**src/rtl/serial_rca_pkg.sv**
```systemverilog
// Shared types and defaults for the bit-serial ripple-carry adder.
package serial_rca_pkg;

    typedef enum logic [1:0] {
        IDLE = 2'd0,
        RUN  = 2'd1,
        DONE = 2'd2
    } state_t;

    localparam int unsigned DEFAULT_WIDTH = 4;

endpackage

```
**src/rtl/serial_rca_adder_full_adder.sv**
```systemverilog
// One-bit combinational full-adder slice; the carry register lives in the parent.
module full_adder (
    input  logic a,
    input  logic b,
    input  logic cin,
    output logic s,
    output logic cout
);

    assign s    = a ^ b ^ cin;
    assign cout = (a & b) | (cin & (a ^ b));

endmodule

```
**src/rtl/serial_rca_adder.sv**
```systemverilog
// Bit-serial unsigned adder: one bit per clock, LSB first, through a single
// full-adder slice with a registered carry; valid/ready on both sides.
module serial_rca_adder
    import serial_rca_pkg::*;
#(
    parameter int unsigned WIDTH = DEFAULT_WIDTH
) (
    input  logic             clk,
    input  logic             rst_n,
    input  logic             in_valid,
    output logic             in_ready,
    input  logic [WIDTH-1:0] A,
    input  logic [WIDTH-1:0] B,
    output logic             out_valid,
    input  logic             out_ready,
    output logic [WIDTH-1:0] S,
    output logic             Cout,
    output logic             busy
);

    localparam int unsigned CW = (WIDTH > 1) ? $clog2(WIDTH) : 1;

    state_t           state;
    logic [WIDTH-1:0] a_sr;
    logic [WIDTH-1:0] b_sr;
    logic             carry;
    logic [CW-1:0]    cnt;
    logic             fa_s;
    logic             fa_c;

    full_adder u_fa (
        .a    (a_sr[0]),
        .b    (b_sr[0]),
        .cin  (carry),
        .s    (fa_s),
        .cout (fa_c)
    );

    assign in_ready = (state == IDLE);

    // Sum bits enter S at the MSB so bit 0 lands in S[0] after WIDTH shifts.
    always_ff @(posedge clk or negedge rst_n) begin
        if (!rst_n) begin
            state     <= IDLE;
            a_sr      <= '0;
            b_sr      <= '0;
            carry     <= 1'b0;
            cnt       <= '0;
            S         <= '0;
            Cout      <= 1'b0;
            out_valid <= 1'b0;
            busy      <= 1'b0;
        end else begin
            case (state)
                IDLE: begin
                    if (in_valid) begin
                        a_sr  <= A;
                        b_sr  <= B;
                        carry <= 1'b0;
                        cnt   <= '0;
                        S     <= '0;
                        Cout  <= 1'b0;
                        busy  <= 1'b1;
                        state <= RUN;
                    end
                end
                RUN: begin
                    S     <= {fa_s, S[WIDTH-1:1]};
                    carry <= fa_c;
                    a_sr  <= a_sr >> 1;
                    b_sr  <= b_sr >> 1;
                    cnt   <= cnt + CW'(1);
                    if (cnt == CW'(WIDTH - 1)) begin
                        Cout      <= fa_c;
                        busy      <= 1'b0;
                        out_valid <= 1'b1;
                        state     <= DONE;
                    end
                end
                DONE: begin
                    if (out_ready) begin
                        out_valid <= 1'b0;
                        state     <= IDLE;
                    end
                end
                default: state <= IDLE;
            endcase
        end
    end

endmodule

```
**config.mk**
```make
export PLATFORM = sky130hd
export DESIGN_NAME = serial_rca_adder
export DESIGN_NICKNAME = d
export VERILOG_FILES = /design/src/rtl/serial_rca_pkg.sv /design/src/rtl/serial_rca_adder_full_adder.sv /design/src/rtl/serial_rca_adder.sv
export SDC_FILE = /design/constraint.sdc
export NUM_CORES = 1
export LEC_CHECK = 0
export ABC_AREA = 1
export ABC_CLOCK_PERIOD_IN_PS = 1000
export CORE_UTILIZATION = 46
export CTS_BUF_LIST = sky130_fd_sc_hd__clkbuf_4 sky130_fd_sc_hd__clkbuf_8
export DETAILED_ROUTE_END_ITERATION = 16
export PLACE_DENSITY = 0.85
export SKIP_CTS_REPAIR_TIMING = 1
export SYNTH_ARGS = -nofsm -noshare
export SYNTH_HDL_FRONTEND = slang
export SYNTH_SLANG_ARGS = --single-unit
```
**constraint.sdc**
```tcl
create_clock -name clk -period 1 [get_ports clk]
set_input_delay 0.2 -clock clk [delete_from_list [all_inputs] [get_ports clk]]
set_output_delay 0.2 -clock clk [all_outputs]
set_load 0.01 [all_outputs]
```
==> impl_metrics.ini <==
[pwr]
power.density_mw_per_mm2 = 3286
p_leak_uw = 0.0007433
ir_worst_vdd_uv = 2746

[clock_network]
clock-sinks = 20
path_clk_slew_ps = 120
numCtsBuffers = 3
insertion_delay_ps = 320
cts_tree = yes
htreeDepth = 1
clockBufferDepth = 2
clockRootBuffer = clkbuf_4

[floorplan]
dieHeight_um = 46.96
rows = 15
fp.coreArea_mm2 = 0.001802
io_pins = 20
start_util = 0.5160
die-area_mm2 = 0.002205
die_width_um = 46.96

[routing]
vias = 937
drt-initial-drc-count = 32
post_drt_wl_per_cell_um = 16.07
antenna_left = 0
wirelength_mm = 2.829
vias_per_cell = 5.324
firstDrtPassIters = 4
drcViolationCount = 0

[grt]
antenna_found_initial = 0
track_usage = 0.2090
grt_max_degree = 21
grt_overflow = 0
first_global_vias = 726
grt_pass1_wl_mm = 3.132

[cells_and_area]
fillCellCount = 113
diodes = 0
post-route-util = 0.8069
drive_gt1_frac = 0.3377
nets = 166
area_growth_pct = 56.39

[sta]
fmax_mhz = 805.3
holdWs_ps = 204.0
tightest_slew_ps = 273.6
relSlewSlack = 0.8170
setup_violations = 28
finalHoldViolCount = 0
finClkSkew_ps = 4.452
rsz0062_at_grt = yes
post-route-period-util = 1.242
fin_crit_ps = 1242
postLayoutSetupSlackWorst_ps = -241.8
drv_slew = 0

[logic_synthesis]
async_flop_share = 1.000
synth.top_cells.by_count = nand2_1, dfrtp_1, nand3_1
ys_seq_elements = 20
synth_most_common_cell = nand2_1
synth_top_cell_by_area = dfrtp_1
syn-num-nets = 125
yosysSeqAreaShare = 0.5384
synth_cell_types = 15
synth_cells = 111
ys.flop_type = dfrtp_1
synthTopCellsByArea = dfrtp_1, nand2_1, nand3_1, inv_1, o21ai_1
synth.avg_cell_area_um2 = 8.375
synth_edf_count = 0
mappedNetlistArea_um2 = 929.6
yosys.area.top_type_share = 0.5384
yosys_warnings = 0

[job]
maxCapViolations = 0

[critical_path]
path_class = reg2reg
crit_path_max_fanout = 6
r2r_start = state[1]
cp_data_arrival_time_ps = 1480
startpoint_type = flop
cp_data_required_time_ps = 1240
worstReg2RegEnd = cnt[0]
end_kind = flop
r2r_cells = 6
ff2ff_setup_slack_ps = -240

[placed_design]
io_buffer_count = 19
gp_congestion = 0.7718
dpl.hpwl_mm = 1.455

[hold_path]
hp-class = in2async

[status]
status = finished with violations
failed_checks = negative setup slack
layer usage:
metal | part of all wire | global-route usage
met4 | 0.031 | 0.1029
met5 | 0 | 0
met1 | 0.41 | 0.2641
met2 | 0.50 | 0.3417
met3 | 0.063 | 0.04231
worst max path at each step:
stage | from | endpoint | slack [ps] | depth (start not counted)
6_report | state[1] | cnt[0] | -240 | 6
5_1_grt | state[1] | cnt[0] | -260 | 6
4_1_cts | state[0] | in_ready | -580 | 2
3_5_place_dp | in_valid | b_sr[3] | -270 | 6
3_3_place_gp | in_valid | b_sr[3] | -220 | 6
2_1_floorplan | carry | S[3] | -90 | 3
power by group:
group          switching (µW)  internal, µW
clock                     265           223
sequential                254          1180
combinational            1560          1300
sequential cells by signal, indices dropped and copies added (netlist names):
| signal | cells |
|---|---|
| b_sr | 4 |
| out_valid | 1 |
| cnt | 2 |
| state | 2 |
| carry | 1 |
| a_sr | 4 |
| busy | 1 |
| S | 4 |
| Cout | 1 |
worst max-delay path, stage by stage (launching register included):
cell     delay (ps)
dfrtp_1         400
buf_4           140
buf_6           120
buf_4           140
nor2_4          160
nor2_1           70
a21oi_1         130
cell type report:
type,instances,area [µm²],area share
well taps,25,31.28,0.02151
inverters,16,72.57,0.04991
clock buffers,4,36.28,0.02496
multi-input cells,70,444.2,0.3055
repair buffers,41,369.1,0.2539
flip-flops and latches,20,500.5,0.3442
layout by cell type, fill, tap and decap left out, types with 2 or more instances in the layout:
cell and instances:
buf_6 9, nand3_1 15, nand2_8 2, buf_4 11
nand3_2 4, inv_1 14, o21ai_1 6, clkbuf_4 3
clkbuf_2 7, nand2_1 31, dfrtp_1 20, clkdlybuf4s50_1 11
nand2_4 2, nor2_4 2
metrics by stage:
| stage | cells | power, µW | setup TNS [ps] | worst slack, ps | cell area (µm²) |
|---|---|---|---|---|---|
| floorplan | 111 | 2586 | -251.4 | -90.64 | 932.1 |
| global placement | 163 | 3312 | -3467 | -217.9 | 1226 |
| detailed placement | 163 | 3396 | -4075 | -272.5 | 1226 |
| CTS | 167 | 3875 | -6182 | -582.5 | 1262 |
| global route | 176 | 5067 | -4831 | -262.3 | 1454 |
| finish | 176 | 4778 | -4048 | -241.8 | 1454 |
cell families (layout without fill, tap and decap cells):
family          count (synthesis)  after routing  synth area share
compound gates                  9              9           0.05114
fa+ha+maj                       2              2           0.03499
buf+inv                        21             61            0.1050
flops                          20             20            0.5384
simple gates                   59             59            0.2705
No activity file was read; power rests on OpenSTA's default activity.
